[src/rtl/uart_pkg.sv]
// Shared UART definitions: oversample ratio, FSM state encoding, data-width and parity constants.
package uart_pkg;

  localparam int unsigned UART_OVERSAMPLE = 16;

  typedef enum logic [2:0] {
    StIdle,
    StStart,
    StData,
    StParity,
    StStop
  } uart_state_e;

  typedef enum logic [1:0] {
    DataBits5,
    DataBits6,
    DataBits7,
    DataBits8
  } uart_data_bits_e;

  localparam logic UART_PARITY_EVEN = 1'b0;
  localparam logic UART_PARITY_ODD  = 1'b1;

  // Everything needed to transmit one frame, captured at acceptance.
  typedef struct packed {
    logic [7:0] data;
    logic [1:0] num_bit_data;
    logic       stop_bit;
    logic       parity_en;
    logic       parity_type;
  } uart_tx_frame_t;

  function automatic logic frame_parity(logic [7:0] data, logic [1:0] num_bit_data,
                                        logic parity_type);
    logic [7:0] mask;
    unique case (uart_data_bits_e'(num_bit_data))
      DataBits5: mask = 8'h1f;
      DataBits6: mask = 8'h3f;
      DataBits7: mask = 8'h7f;
      default:   mask = 8'hff;
    endcase
    return (^(data & mask)) ^ (parity_type == UART_PARITY_ODD);
  endfunction

endpackage

[src/rtl/uart_tx_if.sv]
// Host-side request/status bundle of the UART transmitter.
interface uart_tx_if;
  logic       i_tx_start;
  logic [7:0] i_data;
  logic [1:0] i_num_bit_data;
  logic       i_stop_bit;
  logic       i_parity_en;
  logic       i_parity_type;
  logic       o_ready;
  logic       o_busy;
  logic       o_tx_done;

  modport master (
    output i_tx_start, i_data, i_num_bit_data, i_stop_bit, i_parity_en, i_parity_type,
    input  o_ready, o_busy, o_tx_done
  );

  modport slave (
    input  i_tx_start, i_data, i_num_bit_data, i_stop_bit, i_parity_en, i_parity_type,
    output o_ready, o_busy, o_tx_done
  );
endinterface

[src/rtl/uart_tx_hold.sv]
// One-entry hold register for a parked TX request; built only with UART_TX_HOLD_BUF_EN.
`ifdef UART_TX_HOLD_BUF_EN
module uart_tx_hold
  import uart_pkg::*;
(
  input  logic           clk,
  input  logic           rst_n,
  input  logic           load,
  input  logic           take,
  input  uart_tx_frame_t req,
  output uart_tx_frame_t held,
  output logic           valid,
  output logic           ready
);

  logic           valid_q;
  uart_tx_frame_t held_q;

  // load only happens while empty and take only while full, so they never collide.
  always_ff @(posedge clk or negedge rst_n) begin
    if (!rst_n) begin
      valid_q <= 1'b0;
      held_q  <= '0;
    end else begin
      if (take) valid_q <= 1'b0;
      if (load) begin
        valid_q <= 1'b1;
        held_q  <= req;
      end
    end
  end

  assign held  = held_q;
  assign valid = valid_q;
  assign ready = ~valid_q;

endmodule
`endif

[src/rtl/uart_tx.sv]
// UART transmitter: start, 5-8 data bits LSB first, optional parity, 1-2 stop bits on a 16x tick.
// UART_TX_HOLD_BUF_EN adds a one-entry hold buffer so frames can be sent back to back.
module uart_tx
  import uart_pkg::*;
(
  input  logic    clk,
  input  logic    rst_n,
  input  logic    tx_tick,
  uart_tx_if.slave bus,
  output logic    o_tx_serial
);

  uart_state_e state_q;
  logic [3:0]  tick_cnt_q;
  logic [2:0]  bit_cnt_q;
  logic        stop_cnt_q;
  logic [7:0]  shift_q;
  logic [1:0]  nbits_q;
  logic        stop2_q;
  logic        par_en_q;
  logic        par_bit_q;
  logic        tx_q;
  logic        busy_q;
  logic        done_q;

  logic           ready, accept, launch, bit_end, last_bit, frame_end;
  uart_tx_frame_t req, launch_frame;

  assign req = '{data:         bus.i_data,
                 num_bit_data: bus.i_num_bit_data,
                 stop_bit:     bus.i_stop_bit,
                 parity_en:    bus.i_parity_en,
                 parity_type:  bus.i_parity_type};

  assign accept    = bus.i_tx_start && ready;
  assign bit_end   = tx_tick && (tick_cnt_q == 4'(UART_OVERSAMPLE - 1));
  assign last_bit  = bit_cnt_q == (3'd4 + 3'(nbits_q));
  assign frame_end = (state_q == StStop) && bit_end && (stop_cnt_q == stop2_q);

`ifdef UART_TX_HOLD_BUF_EN
  logic           hold_valid, direct;
  uart_tx_frame_t hold_frame;

  // A request goes straight to the line when nothing is queued ahead of it; otherwise it parks.
  assign direct       = accept && ((state_q == StIdle) || (frame_end && !hold_valid));
  assign launch       = direct || (frame_end && hold_valid);
  assign launch_frame = (frame_end && hold_valid) ? hold_frame : req;

  uart_tx_hold u_hold (
    .clk   (clk),
    .rst_n (rst_n),
    .load  (accept && !direct),
    .take  (frame_end && hold_valid),
    .req   (req),
    .held  (hold_frame),
    .valid (hold_valid),
    .ready (ready)
  );
`else
  assign ready        = ~busy_q;
  assign launch       = accept;
  assign launch_frame = req;
`endif

  always_ff @(posedge clk or negedge rst_n) begin
    if (!rst_n) begin
      state_q    <= StIdle;
      tick_cnt_q <= '0;
      bit_cnt_q  <= '0;
      stop_cnt_q <= 1'b0;
      shift_q    <= '0;
      nbits_q    <= '0;
      stop2_q    <= 1'b0;
      par_en_q   <= 1'b0;
      par_bit_q  <= 1'b0;
      tx_q       <= 1'b1;
      busy_q     <= 1'b0;
      done_q     <= 1'b0;
    end else begin
      done_q <= 1'b0;
      if (state_q != StIdle && tx_tick) tick_cnt_q <= tick_cnt_q + 4'd1;

      unique case (state_q)
        StIdle: begin
        end
        StStart: if (bit_end) begin
          state_q    <= StData;
          tick_cnt_q <= '0;
          tx_q       <= shift_q[0];
        end
        StData: if (bit_end) begin
          tick_cnt_q <= '0;
          if (last_bit) begin
            state_q <= par_en_q ? StParity : StStop;
            tx_q    <= par_en_q ? par_bit_q : 1'b1;
          end else begin
            bit_cnt_q <= bit_cnt_q + 3'd1;
            shift_q   <= shift_q >> 1;
            tx_q      <= shift_q[1];
          end
        end
        StParity: if (bit_end) begin
          state_q    <= StStop;
          tick_cnt_q <= '0;
          tx_q       <= 1'b1;
        end
        StStop: if (bit_end) begin
          tick_cnt_q <= '0;
          if (frame_end) begin
            state_q <= StIdle;
            busy_q  <= 1'b0;
            done_q  <= 1'b1;
          end else begin
            stop_cnt_q <= 1'b1;
          end
        end
        default: state_q <= StIdle;
      endcase

      // Launch wins over the STOP->IDLE exit so a held frame follows with no idle gap.
      if (launch) begin
        state_q    <= StStart;
        tick_cnt_q <= '0;
        bit_cnt_q  <= '0;
        stop_cnt_q <= 1'b0;
        shift_q    <= launch_frame.data;
        nbits_q    <= launch_frame.num_bit_data;
        stop2_q    <= launch_frame.stop_bit;
        par_en_q   <= launch_frame.parity_en;
        par_bit_q  <= frame_parity(launch_frame.data, launch_frame.num_bit_data,
                                   launch_frame.parity_type);
        tx_q       <= 1'b0;
        busy_q     <= 1'b1;
      end
    end
  end

  assign o_tx_serial   = tx_q;
  assign bus.o_busy    = busy_q;
  assign bus.o_tx_done = done_q;
  assign bus.o_ready   = ready;

endmodule

[src/flat_wrapper.sv]
// flat-port wrapper written by rule: the top's interface ports become plain ports
module uart_tx_flat import uart_pkg::*;
  (clk, rst_n, tx_tick, o_tx_serial, bus_i_tx_start, bus_i_data, bus_i_num_bit_data, bus_i_stop_bit, bus_i_parity_en, bus_i_parity_type, bus_o_ready, bus_o_busy, bus_o_tx_done);
  uart_tx_if bus_i ();
  input  logic clk;
  input  logic rst_n;
  input  logic tx_tick;
  output logic o_tx_serial;
  input wire logic [$bits(bus_i.i_tx_start)-1:0] bus_i_tx_start;
  input wire logic [$bits(bus_i.i_data)-1:0] bus_i_data;
  input wire logic [$bits(bus_i.i_num_bit_data)-1:0] bus_i_num_bit_data;
  input wire logic [$bits(bus_i.i_stop_bit)-1:0] bus_i_stop_bit;
  input wire logic [$bits(bus_i.i_parity_en)-1:0] bus_i_parity_en;
  input wire logic [$bits(bus_i.i_parity_type)-1:0] bus_i_parity_type;
  output wire logic [$bits(bus_i.o_ready)-1:0] bus_o_ready;
  output wire logic [$bits(bus_i.o_busy)-1:0] bus_o_busy;
  output wire logic [$bits(bus_i.o_tx_done)-1:0] bus_o_tx_done;
  assign bus_i.i_tx_start = bus_i_tx_start;
  assign bus_i.i_data = bus_i_data;
  assign bus_i.i_num_bit_data = bus_i_num_bit_data;
  assign bus_i.i_stop_bit = bus_i_stop_bit;
  assign bus_i.i_parity_en = bus_i_parity_en;
  assign bus_i.i_parity_type = bus_i_parity_type;
  assign bus_o_ready = bus_i.o_ready;
  assign bus_o_busy = bus_i.o_busy;
  assign bus_o_tx_done = bus_i.o_tx_done;
  uart_tx u_core (.clk(clk), .rst_n(rst_n), .tx_tick(tx_tick), .bus(bus_i), .o_tx_serial(o_tx_serial));
endmodule
[config.mk]
export PLATFORM = sky130hd
export DESIGN_NAME = uart_tx_flat
export DESIGN_NICKNAME = d
export VERILOG_FILES = /design/src/rtl/uart_pkg.sv /design/src/rtl/uart_tx_if.sv /design/src/rtl/uart_tx_hold.sv /design/src/rtl/uart_tx.sv /design/src/flat_wrapper.sv
export SDC_FILE = /design/constraint.sdc
export NUM_CORES = 1
export LEC_CHECK = 0
export ABC_CLOCK_PERIOD_IN_PS = 2500
export BUFFER_PORTS_ARGS = -buffer_cell sky130_fd_sc_hd__buf_2
export CORE_ASPECT_RATIO = 1.5
export CORE_MARGIN = 2
export CORE_UTILIZATION = 43
export DETAILED_ROUTE_END_ITERATION = 16
export PLACE_DENSITY_LB_ADDON = 0.2
export SLEW_MARGIN = 20
export SYNTH_ARGS = -nofsm -noshare
export SYNTH_HDL_FRONTEND = slang
export SYNTH_SLANG_ARGS = --single-unit
[constraint.sdc]
create_clock -name clk -period 2.5 [get_ports clk]
set_clock_uncertainty 0.1 [all_clocks]
set_input_delay 0.25 -clock clk [delete_from_list [all_inputs] [get_ports clk]]
set_output_delay 0.25 -clock clk [all_outputs]
set_load 0.1 [all_outputs]
==> metrics.yaml <==
status: "complete, no violations"
pin_count: 21
place_inst: 199
slowest_stage: "a311o_1"
cts_tree: "done"
ys.flop_type: "dfrtp_1"
htree_levels: 1
placementRows: 25
first_global_vias: 1027
setup_viol: 0
cp_data_required_time_ps: 2600
worst_slew_pin_slew_ps: 676
seq_area_frac_synth_pct: 48.6
worstPathArrival_ps: 2220
grt_use_total_pct: 16.7
met3_length_um: 102
clock_latency_ps: 270
grt_pass1_wl_um: 4750
root_buffer: "clkbuf_8"
finalCriticalPeriod_ps: 2120
drt_iter0_drc: 28
critical_path_class: "reg2reg"
ys_ff_latch: 27
synth_area_leaders: "dfrtp_1, nand2_1, xnor2_1"
synth_cell_types: 33
switching_power_uw: 361
avgSynthCellArea_um2: 9.75
synthArstFlopShare_pct: 100
synth_top_cell_area_share_pct: 46.7
grt_max_degree: 29
power.internal_uw: 762
clockPowerShare_pct: 21.8
fmax_ghz: 0.472
drt_pre_antenna_iters: 4
drv_slew: 0
clk_path_buf_depth: 2
cts_buffers: 3
drc_errors: 0
cts_resized: 0
num_antenna_cells: 0
startpoint_type: "flop"
fin_nets: 184
synth_fp_nets: 162
avgRoutedWirePerCell_um: 13.2
peakVddDrop_uv: 568
place_hpwl_um: 2000
pwr-share-comb_pct: 25.9
routed-wl-met2_um: 1400
clock_sinks: 27
vias: 1079
core_area_um2: 3130
hold_violations: 0
place_congestion: 0.780
synthTopCellsByCount: "dfrtp_1, nand2_1, o21ai_0"
period_share_pct: 84.8
path_clk_slew_ps: 90
power_density_nw_per_um2: 710
wl_met1_um: 1150
end_kind: "flop"
seqPwrFrac_pct: 52.3
ant_nets: 0
top_layer: "met4"
dieArea_um2: 3720
grt-ovfl-total: 0
via_per_inst: 5.29
slowest_delay_ps: 560
min_path_type: "in2reg"
die_w_um: 50.5
switching_share_pct: 32.1
syn2layout_area_growth_pct: 13.5
drive_gt1_share_pct: 17.7
synth_edf_count: 0
postCtsSetupRepairBufs: 0
fillers: 302
yosys.area.top_type: "dfrtp_1"
tns_ps: 0
crit_family: "compound AO/OA/AOI/OAI gates"
rsz0062_at_grt: "false"
fin_cells: 204
slew-limit-headroom_pct: 54.6
syn_inst: 143
wl_um: 2690
ys_warn_count: 0
port_buffers: 20
antenna_found_initial: 0
crit_fanout: 9
cp_cell_sequence: "ha_1 > nand4_1 > a311o_1 > or3_1 > a21oi_1"
p_leak_nw: 0.738
dieHeight_um: 73.7
start_util_pct: 44.6
max_cap_violations: 0
synth_area_um2: 1390
cp.buffers_inverters: 0
==> final cells by class <==
cell class / instances / area (um2) / area share (%)
inverter: 4 / 15.0 / 0.949
multi-input combinational: 107 / 676 / 42.7
clock inverter: 1 / 5.00 / 0.316
tap: 40 / 50.0 / 3.16
clock buffer: 3 / 41.3 / 2.61
sequential: 27 / 677 / 42.8
timing repair buffer: 22 / 118 / 7.44
==> placed cells by master (no fill, tap or decap), types with 4 or more instances in the layout <==
cell type | synthesis | layout
a21oi_1 | 5 | 5
buf_2 | 0 | 20
dfrtp_1 | 26 | 26
inv_1 | 4 | 4
mux2i_1 | 8 | 8
nand2_1 | 26 | 26
nand4_1 | 4 | 4
nor2_1 | 10 | 10
o21ai_0 | 17 | 17
xnor2_1 | 10 | 10
==> final timing paths <==
kind | start | endpoint | slack [ps] | cells past startpoint
setup / recovery | u_core.tick_cnt_q[0]$_DFF_PN0_ | u_core.bit_cnt_q[2]$_DFFE_PN0P_ | 380 | 5
min in group asynchronous | rst_n | u_core.bus.o_tx_done$_DFF_PN0_ | 410 | 2
setup reg to reg | u_core.tick_cnt_q[0]$_DFF_PN0_ | u_core.bit_cnt_q[2]$_DFFE_PN0P_ | 380 | 5
hold / removal | bus_i_stop_bit | u_core.stop2_q$_DFFE_PN0P_ | 70 | 3
max in group asynchronous | rst_n | u_core.bit_cnt_q[0]$_DFFE_PN0P_ | 1510 | 2
hold reg to reg | u_core.par_bit_q$_DFFE_PN0P_ | u_core.par_bit_q$_DFFE_PN0P_ | 430 | 2
==> timing repair <==
action | in CTS | in global routing
setup endpoints to repair | 0 | 0
hold buffers | 1 | 0
hold endpoints to repair | 26 | 0
==> flip-flops by register name (all words and copies together) (netlist names), 2 cells and up <==
signal / cells
u_core.bit_cnt_q: 3
u_core.nbits_q: 2
u_core.shift_q: 8
u_core.state_q: 3
u_core.tick_cnt_q: 4
==> worst register-to-register path: cells and delay by family, from the launching register on <==
family / cells / cell delay, ps
and+or+nand+nor: 2 / 660
AOI/OAI and AO/OA: 2 / 700
DFF: 1 / 400
adders and majority gates: 1 / 190
==> power by group through the flow <==
stage	clock network [mW]	registers (mW)	logic, mW
detailed placement	0	0.593	0.294
floorplan	0	0.586	0.226
global placement	0	0.590	0.286
finish	0.245	0.587	0.290
CTS	0.253	0.586	0.297
global route	0.273	0.598	0.341
==> layer usage <==
layer | up-vias | track usage, %
li1 | 542 | -
met1 | 504 | 20.9
met2 | 31 | 29.7
met3 | 2 | 1.22
met4 | 0 | 6.31
met5 | - | 0
==> stage by stage <==
stage                     utilization [%]  setup slack [ps]  cell area, um2  hold WS (ps)  power [mW]
after floorplan                         -              31.9            1390          -146       0.812
after global placement               48.8               461            1530           190       0.876
after detailed placement             48.8               423            1530           191       0.888
after CTS                            50.6               410            1580          66.0        1.14
after global routing                 50.6               229            1580          78.2        1.21
final                                50.6               381            1580          74.3        1.12
==> kinds of logic after synthesis <==
kind of cell | synth area share [%]
and+or+nand+nor | 16.8
muxes | 5.75
DFF | 48.6
AOI/OAI and AO/OA | 14.4
buffers and inverters | 2.96
adders and majority gates | 1.80
xor gates and xnor gates | 9.78
No activity file was read; power rests on OpenSTA's default activity.
